[config.mk]
export PLATFORM = sky130hd
export DESIGN_NAME = seg7_scan_ctrl_flat
export DESIGN_NICKNAME = d
export VERILOG_FILES = /design/src/rtl/seg7_scan_ctrl_if.sv /design/src/rtl/seg7_scan_ctrl.sv /design/src/flat_wrapper.sv
export SDC_FILE = /design/constraint.sdc
export NUM_CORES = 1
export LEC_CHECK = 0
export ABC_CLOCK_PERIOD_IN_PS = 6400
export BUFFER_PORTS_ARGS = -buffer_cell sky130_fd_sc_hd__buf_2
export CAP_MARGIN = 20
export CORE_UTILIZATION = 35
export DETAILED_ROUTE_END_ITERATION = 10
export SYNTH_ARGS = -nofsm -noshare
export SYNTH_HDL_FRONTEND = slang
export SYNTH_SLANG_ARGS = --single-unit
export TNS_END_PERCENT = 5
[constraint.sdc]
create_clock -name clk -period 6.4 [get_ports clk]
set_clock_uncertainty 0.15 [all_clocks]
set_input_delay 0.64 -clock clk [delete_from_list [all_inputs] [get_ports clk]]
set_output_delay 0.64 -clock clk [all_outputs]
set_load 0.02 [all_outputs]
[src/rtl/seg7_scan_ctrl_if.sv]
// Display-controller bus: score logic drives digit data, the scan controller
// returns the board pin levels and a frame-boundary pulse.
interface seg7_scan_ctrl_if #(
    parameter int NUM_DIGITS = 8
);
    logic [4*NUM_DIGITS-1:0] digits_in;
    logic [NUM_DIGITS-1:0]   dp_in;
    logic [NUM_DIGITS-1:0]   blank_in;
    logic                    lzs_en;
    logic [7:0]              segment;
    logic [NUM_DIGITS-1:0]   enable;
    logic                    frame_tick;

    modport master (
        output digits_in, dp_in, blank_in, lzs_en,
        input  segment, enable, frame_tick
    );

    modport slave (
        input  digits_in, dp_in, blank_in, lzs_en,
        output segment, enable, frame_tick
    );
endinterface

[src/rtl/seg7_scan_ctrl.sv]
// Time-multiplexed common-anode 7-segment scanner with prescaler, blank time,
// per-frame input snapshot, leading-zero suppression and optional hex glyphs.
module seg7_scan_ctrl #(
    parameter int NUM_DIGITS   = 8,
    parameter int DIV          = 100000,
    parameter int BLANK_CYCLES = 1000,
    parameter int HEX_MODE     = 0
) (
    input  logic              clk,
    input  logic              rst_n,
    seg7_scan_ctrl_if.slave   bus
);
    localparam int PCNT_W = $clog2(DIV);
    localparam int IDX_W  = (NUM_DIGITS > 1) ? $clog2(NUM_DIGITS) : 1;
    localparam logic [PCNT_W-1:0] PCNT_LAST = PCNT_W'(DIV - 1);
    localparam logic [IDX_W-1:0]  IDX_LAST  = IDX_W'(NUM_DIGITS - 1);

    logic [PCNT_W-1:0]           pcnt;
    logic [IDX_W-1:0]            idx;
    logic [NUM_DIGITS-1:0][3:0]  snap_digits;
    logic [NUM_DIGITS-1:0]       snap_dp;
    logic [NUM_DIGITS-1:0]       snap_blank;
    logic                        snap_lzs;
    logic [7:0]                  seg_q;
    logic [NUM_DIGITS-1:0]       en_q;
    logic                        tick_q;

    logic                        slot_end;
    logic                        frame_end;
    logic                        in_blank;
    logic [NUM_DIGITS-1:0][7:0]  glyph;
    logic [7:0]                  seg_next;
    logic [NUM_DIGITS-1:0]       en_next;

    assign slot_end  = (pcnt == PCNT_LAST);
    assign frame_end = slot_end && (idx == IDX_LAST);

    generate
        if (BLANK_CYCLES > 0) begin : g_blank
            assign in_blank = (pcnt < PCNT_W'(BLANK_CYCLES));
        end else begin : g_no_blank
            assign in_blank = 1'b0;
        end
    endgenerate

    // abcdefg, 0 = lit; codes above 9 go dark unless hex glyphs are enabled.
    function automatic logic [6:0] decode(input logic [3:0] code);
        logic [6:0] g;
        case (code)
            4'h0:    g = 7'b0000001;
            4'h1:    g = 7'b1001111;
            4'h2:    g = 7'b0010010;
            4'h3:    g = 7'b0000110;
            4'h4:    g = 7'b1001100;
            4'h5:    g = 7'b0100100;
            4'h6:    g = 7'b0100000;
            4'h7:    g = 7'b0001111;
            4'h8:    g = 7'b0000000;
            4'h9:    g = 7'b0000100;
            4'hA:    g = 7'b0001000;
            4'hB:    g = 7'b1100000;
            4'hC:    g = 7'b0110001;
            4'hD:    g = 7'b1000010;
            4'hE:    g = 7'b0110000;
            default: g = 7'b0111000;
        endcase
        if (code > 4'd9 && HEX_MODE == 0) g = 7'b1111111;
        return g;
    endfunction

    // NOTE: every variable gets a default first so no latch is inferred.
    always_comb begin
        logic zero_run;
        glyph    = '1;
        zero_run = 1'b1;
        for (int i = NUM_DIGITS - 1; i >= 0; i--) begin
            zero_run = zero_run && (snap_digits[i] == 4'h0);
            if (snap_blank[i])
                glyph[i] = 8'hFF;
            else if (snap_lzs && i != 0 && zero_run)
                glyph[i] = {7'b1111111, ~snap_dp[i]};
            else
                glyph[i] = {decode(snap_digits[i]), ~snap_dp[i]};
        end
    end

    always_comb begin
        en_next  = '1;
        seg_next = 8'hFF;
        if (!in_blank) begin
            for (int i = 0; i < NUM_DIGITS; i++)
                en_next[i] = (idx != IDX_W'(i));
            seg_next = glyph[idx];
        end
    end

    // NOTE: clocked state uses non-blocking assignments only.
    always_ff @(posedge clk or negedge rst_n) begin
        if (!rst_n) begin
            pcnt        <= '0;
            idx         <= '0;
            // NOTE: snapshot regs are reset too (blank all 1s) so the first frame is dark.
            snap_digits <= '0;
            snap_dp     <= '0;
            snap_blank  <= '1;
            snap_lzs    <= 1'b0;
            seg_q       <= 8'hFF;
            en_q        <= '1;
            tick_q      <= 1'b0;
        end else begin
            pcnt <= slot_end ? '0 : pcnt + 1'b1;
            if (slot_end)
                idx <= (idx == IDX_LAST) ? '0 : idx + 1'b1;
            if (frame_end) begin
                snap_digits <= bus.digits_in;
                snap_dp     <= bus.dp_in;
                snap_blank  <= bus.blank_in;
                snap_lzs    <= bus.lzs_en;
            end
            tick_q <= frame_end;
            en_q   <= en_next;
            seg_q  <= seg_next;
        end
    end

    assign bus.segment    = seg_q;
    assign bus.enable     = en_q;
    assign bus.frame_tick = tick_q;
endmodule

[src/flat_wrapper.sv]
// flat-port wrapper written by rule: the top's interface ports become plain ports
module seg7_scan_ctrl_flat 
#(
    parameter int NUM_DIGITS   = 8,
    parameter int DIV          = 100000,
    parameter int BLANK_CYCLES = 1000,
    parameter int HEX_MODE     = 0
)
  (clk, rst_n, bus_digits_in, bus_dp_in, bus_blank_in, bus_lzs_en, bus_segment, bus_enable, bus_frame_tick);
  seg7_scan_ctrl_if #(.NUM_DIGITS(NUM_DIGITS)) bus_i ();
  input  logic clk;
  input  logic rst_n;
  input wire logic [$bits(bus_i.digits_in)-1:0] bus_digits_in;
  input wire logic [$bits(bus_i.dp_in)-1:0] bus_dp_in;
  input wire logic [$bits(bus_i.blank_in)-1:0] bus_blank_in;
  input wire logic [$bits(bus_i.lzs_en)-1:0] bus_lzs_en;
  output wire logic [$bits(bus_i.segment)-1:0] bus_segment;
  output wire logic [$bits(bus_i.enable)-1:0] bus_enable;
  output wire logic [$bits(bus_i.frame_tick)-1:0] bus_frame_tick;
  assign bus_i.digits_in = bus_digits_in;
  assign bus_i.dp_in = bus_dp_in;
  assign bus_i.blank_in = bus_blank_in;
  assign bus_i.lzs_en = bus_lzs_en;
  assign bus_segment = bus_i.segment;
  assign bus_enable = bus_i.enable;
  assign bus_frame_tick = bus_i.frame_tick;
  seg7_scan_ctrl #(.NUM_DIGITS(NUM_DIGITS), .DIV(DIV), .BLANK_CYCLES(BLANK_CYCLES), .HEX_MODE(HEX_MODE)) u_core (.clk(clk), .rst_n(rst_n), .bus(bus_i));
endmodule
==> parameters.txt <==
Parameter                              Value

Synth
  Yosys warnings    0
  Synthesized area per cell    8.35 um2
  Synth Area in XOR/XNOR    1.75%
  Number of nets in the synthesized netlist    822
  Post-synthesis instance total    718
  Synthesized-area fraction occupied by ao, oa, aoi and oai cells    17.3%
  Largest family of logic cells by synthesized area    simple AND/OR/NAND/NOR gates
  Share of synthesized area spent on multiplexers    3.93%
  Dominant cell type by area after synthesis    dfrtp_1
  Cell types with the highest counts after synthesis    nand2_1, dfrtp_1, ha_1
  Fraction of post-synthesis cell area in the top cell type by area    25.9%
  Post-Synthesis Cell Area    0.00599 mm2
  Dominant cells by area after synthesis    dfrtp_1, nand2_1, ha_1
  Post-synthesis simple-gate area fraction    25.0%
  Synthesized-area fraction occupied by adder cells    11.1%
  Number of enable flip-flop cells after synthesis    0
  Dominant register cell in the synthesized netlist    dfrtp_1
  Library cells used by synthesis    67
  Proportion of register bits with asynchronous set or reset after synthesis    100%
  Most frequent cell after synthesis    nand2_1
  Post-synthesis sequential area ratio    36.4%
  Number of flip-flops and latches in the synthesized netlist    86

Clocking
  Number of buffers inserted by post-CTS setup repair    0
  Post-CTS sizing    0
  CTS Buf Count    9
  H-tree levels    3
  Number of hold-repair buffers added at the cts stage    0
  Cell at the root of the clock tree    clkbuf_16
  Buffer depth of the longest clock path    2
  CTS tree    done
  Register clock-pin slew on the reported worst setup and hold paths    0.07 ns
  Clock latency at the later pin of the worst-skew pair    0.35 ns
  Clk sink count    86

Critical path
  Data arrival time at the worst-slack endpoint    3.11 ns
  Critical-path cell list    ha_1 -> nand4_1 -> nor4_4 -> nand2_2 -> nand2_1 -> nand2_1
  Worst Path Buf+Inv    0
  Critical Path Max Stage Delay    0.78 ns
  Startpoint of the worst register-to-register path    u_core.pcnt[0]
  Worst reg-to-reg setup slack    3.36 ns
  Kind of cell adding the most delay to the critical path    simple AND/OR/NAND/NOR gates
  Maximum fanout along the worst path    49
  Worst setup path end    u_core.snap_digits[13]
  Most frequent cell on the critical path    nand2_1
  Capture point of the worst reg-to-reg path    u_core.snap_digits[13]
  Cell depth of the worst setup path    6
  CP Capture Type    flop
  Critical-path cell with the highest stage delay    nor4_4
  Type of origin of the critical path    flop
  Worst reg2reg path depth    6
  Critical Path RT    6.47 ns
  Start point of the critical path    u_core.pcnt[0]
  Category of the most critical setup path    reg -> reg

Drt
  Vias per inst    5.10
  Drt total wl    14.5 mm
  ANT nets after route    0
  Initial drt markers    379
  Detailed-router iteration count before antenna repair    5
  DRC    0
  Routed wirelength normalized by instance count    14.7 um
  Overall via count from detail_route    5,022

Job
  Number of max-cap violations    0

Power and ir drop
  Leakage dissipation    3.15 nW
  Power density over the cells    164 mW/mm2
  Cell-internal power    0.872 mW
  Total power draw    1.11 mW
  Highest ir drop seen on vdd    0.186 mV
  Switching power of the nets    0.238 mW
  Switch share    21.4%
  Portion of total power attributed to combinational logic    2.3%
  Clock group share of total power    48.6%
  Sequential power share    49.0%

Timing
  Number of hold violations in the final report    0
  Setup TNS    0 ns
  Unrepaired setup endpoints after global routing    no
  Final-report max-slew violation count    0
  Slew margin rel.    36.1%
  Share of the clock period used by the worst path after layout    47.5%
  Final period demand of the worst path    3.04 ns
  Slew at the pin closest to its max-slew limit    0.955 ns
  Maximum clock frequency    329 MHz
  Setup-failing EPs final    0

Global route
  Highest-utilization routing layer at the global route stage    met2
  Global-route track usage on met3    3.10%
  Global-route wire length before repair    24.6 mm
  Met1 usage in global routing    24.8%
  Pin count of the biggest net entering global routing    51
  Met2 Use GR    27.1%
  Overall routing resource usage    17.4%
  Number of antenna violations at the first check in global routing    0
  Vias in the first global route    4,769
  Total overflow reported by the global router    0

Floorplan
  Total I/O pin count    68
  Die Footprint    0.0176 mm2
  X dimension of the die    133 um
  Area of the core    0.0166 mm2
  Initial core utilization    36.0%
  Vertical die dimension    133 um
  Row cnt    47

Placed design
  Routability Congestion    0.854
  Area post-placement    0.00645 mm2
  Cell total after placement    968
  Count of input and output buffers    67
  Final HPWL from detailed placement    10.5 mm

Finish
  Fraction of final layout cells sized beyond drive strength 1    17.0%
  Number of antenna cells inserted    0
  Synthesis-to-layout area growth    12.6%
  Non-Filler Instances    984
  Final net count    863
  Final standard cell area without fillers    0.00675 mm2

Min path
  Type of the most critical hold path    in -> async

Status
  Run status    completed
## routing by layer
layer | vias up | share of wire (%)
met3 | 11 | 3.9
li1 | 2567 | -
met4 | 0 | 1.1
met1 | 2349 | 51
met5 | - | 0
met2 | 95 | 45
## power groups by stage
stage	Combinational, mW	Clock (mW)	Sequential (mW)
CTS	0.0271	0.553	0.544
finish	0.0258	0.540	0.544
floorplan	0.000342	0	0.554
global placement	0.0270	0	0.554
detailed placement	0.0269	0	0.554
global route	0.0301	0.573	0.544
## through the flow
stage | setup WS, ns | utilization, % | hold slack [ns]
final | 3.36 | 40.6 | 0.120
after global routing | 3.00 | 40.6 | 0.168
after CTS | 3.31 | 40.6 | 0.136
after detailed placement | 3.32 | 38.7 | 0.297
after global placement | 3.42 | 38.7 | 0.294
after floorplan | 4.26 | - | 0.194
## cells in the final DEF, fill, tap and decap left out, drive strengths merged, types with 4 or more instances in the layout
cell / netlist / layout
nand2: 197 / 197
buf: 12 / 68
dfrtp: 62 / 62
ha: 53 / 53
o21ai: 45 / 45
nor2: 40 / 40
inv: 28 / 29
dfstp: 24 / 24
a21oi: 20 / 20
nand3: 17 / 17
nor2b: 13 / 13
a31oi: 13 / 13
clkbuf: 26 / 12
o2111ai: 11 / 11
mux2: 10 / 10
o211ai: 10 / 10
mux2i: 10 / 10
nand4: 10 / 10
nand2b: 9 / 9
nand3b: 8 / 8
o221ai: 7 / 7
a32oi: 7 / 7
and2: 7 / 7
xnor2: 6 / 6
xor2: 6 / 6
o21bai: 6 / 6
a211oi: 5 / 5
nor3: 4 / 4
or3: 4 / 4
or2: 4 / 4
## sequential cells by signal, indices dropped and copies added (netlist names)
signal / flops
u_core.snap_lzs: 1
u_core.pcnt: 17
u_core.snap_blank: 8
u_core.bus.frame_tick: 1
u_core.bus.segment: 8
u_core.idx: 3
u_core.bus.enable: 8
u_core.snap_dp: 8
u_core.snap_digits: 32
## cell families (layout without fill, tap and decap cells)
family / Yosys count / count (layout)
and+or+nand+nor: 326 / 326
AOI/OAI and AO/OA: 153 / 153
DFF: 86 / 86
buffers and inverters: 67 / 113
adders and majority gates: 53 / 53
muxes: 21 / 21
xor gates and xnor gates: 12 / 12
## worst reg2reg max path: cells and delay by family, from the launching register on
kind | cells | cell delay, ns
flops | 1 | 0.41
fa+ha+maj | 1 | 0.25
simple gates | 5 | 2.10
## cell type report
cell class | instances | area (um2)
multi-input combinational | 565 | 3530
sequential | 86 | 2180
timing repair buffer | 68 | 345
fill | 1677 | 9890
clock inverter | 4 | 56.3
tap | 220 | 275
inverter | 29 | 109
clock buffer | 12 | 246
## worst min path at each step
stage | start | to | slack, ns | cells after the start
global placement | u_core.snap_blank[6] | u_core.snap_blank[6] | 0.29 | 2
detailed placement | u_core.snap_blank[0] | u_core.snap_blank[0] | 0.30 | 2
floorplan | rst_n | u_core.bus.frame_tick | 0.19 | 0
CTS | rst_n | u_core.snap_dp[5] | 0.14 | 1
global route | rst_n | u_core.snap_dp[5] | 0.17 | 1
finish | rst_n | u_core.snap_dp[4] | 0.12 | 1
(Power assumes the default switching activity.)
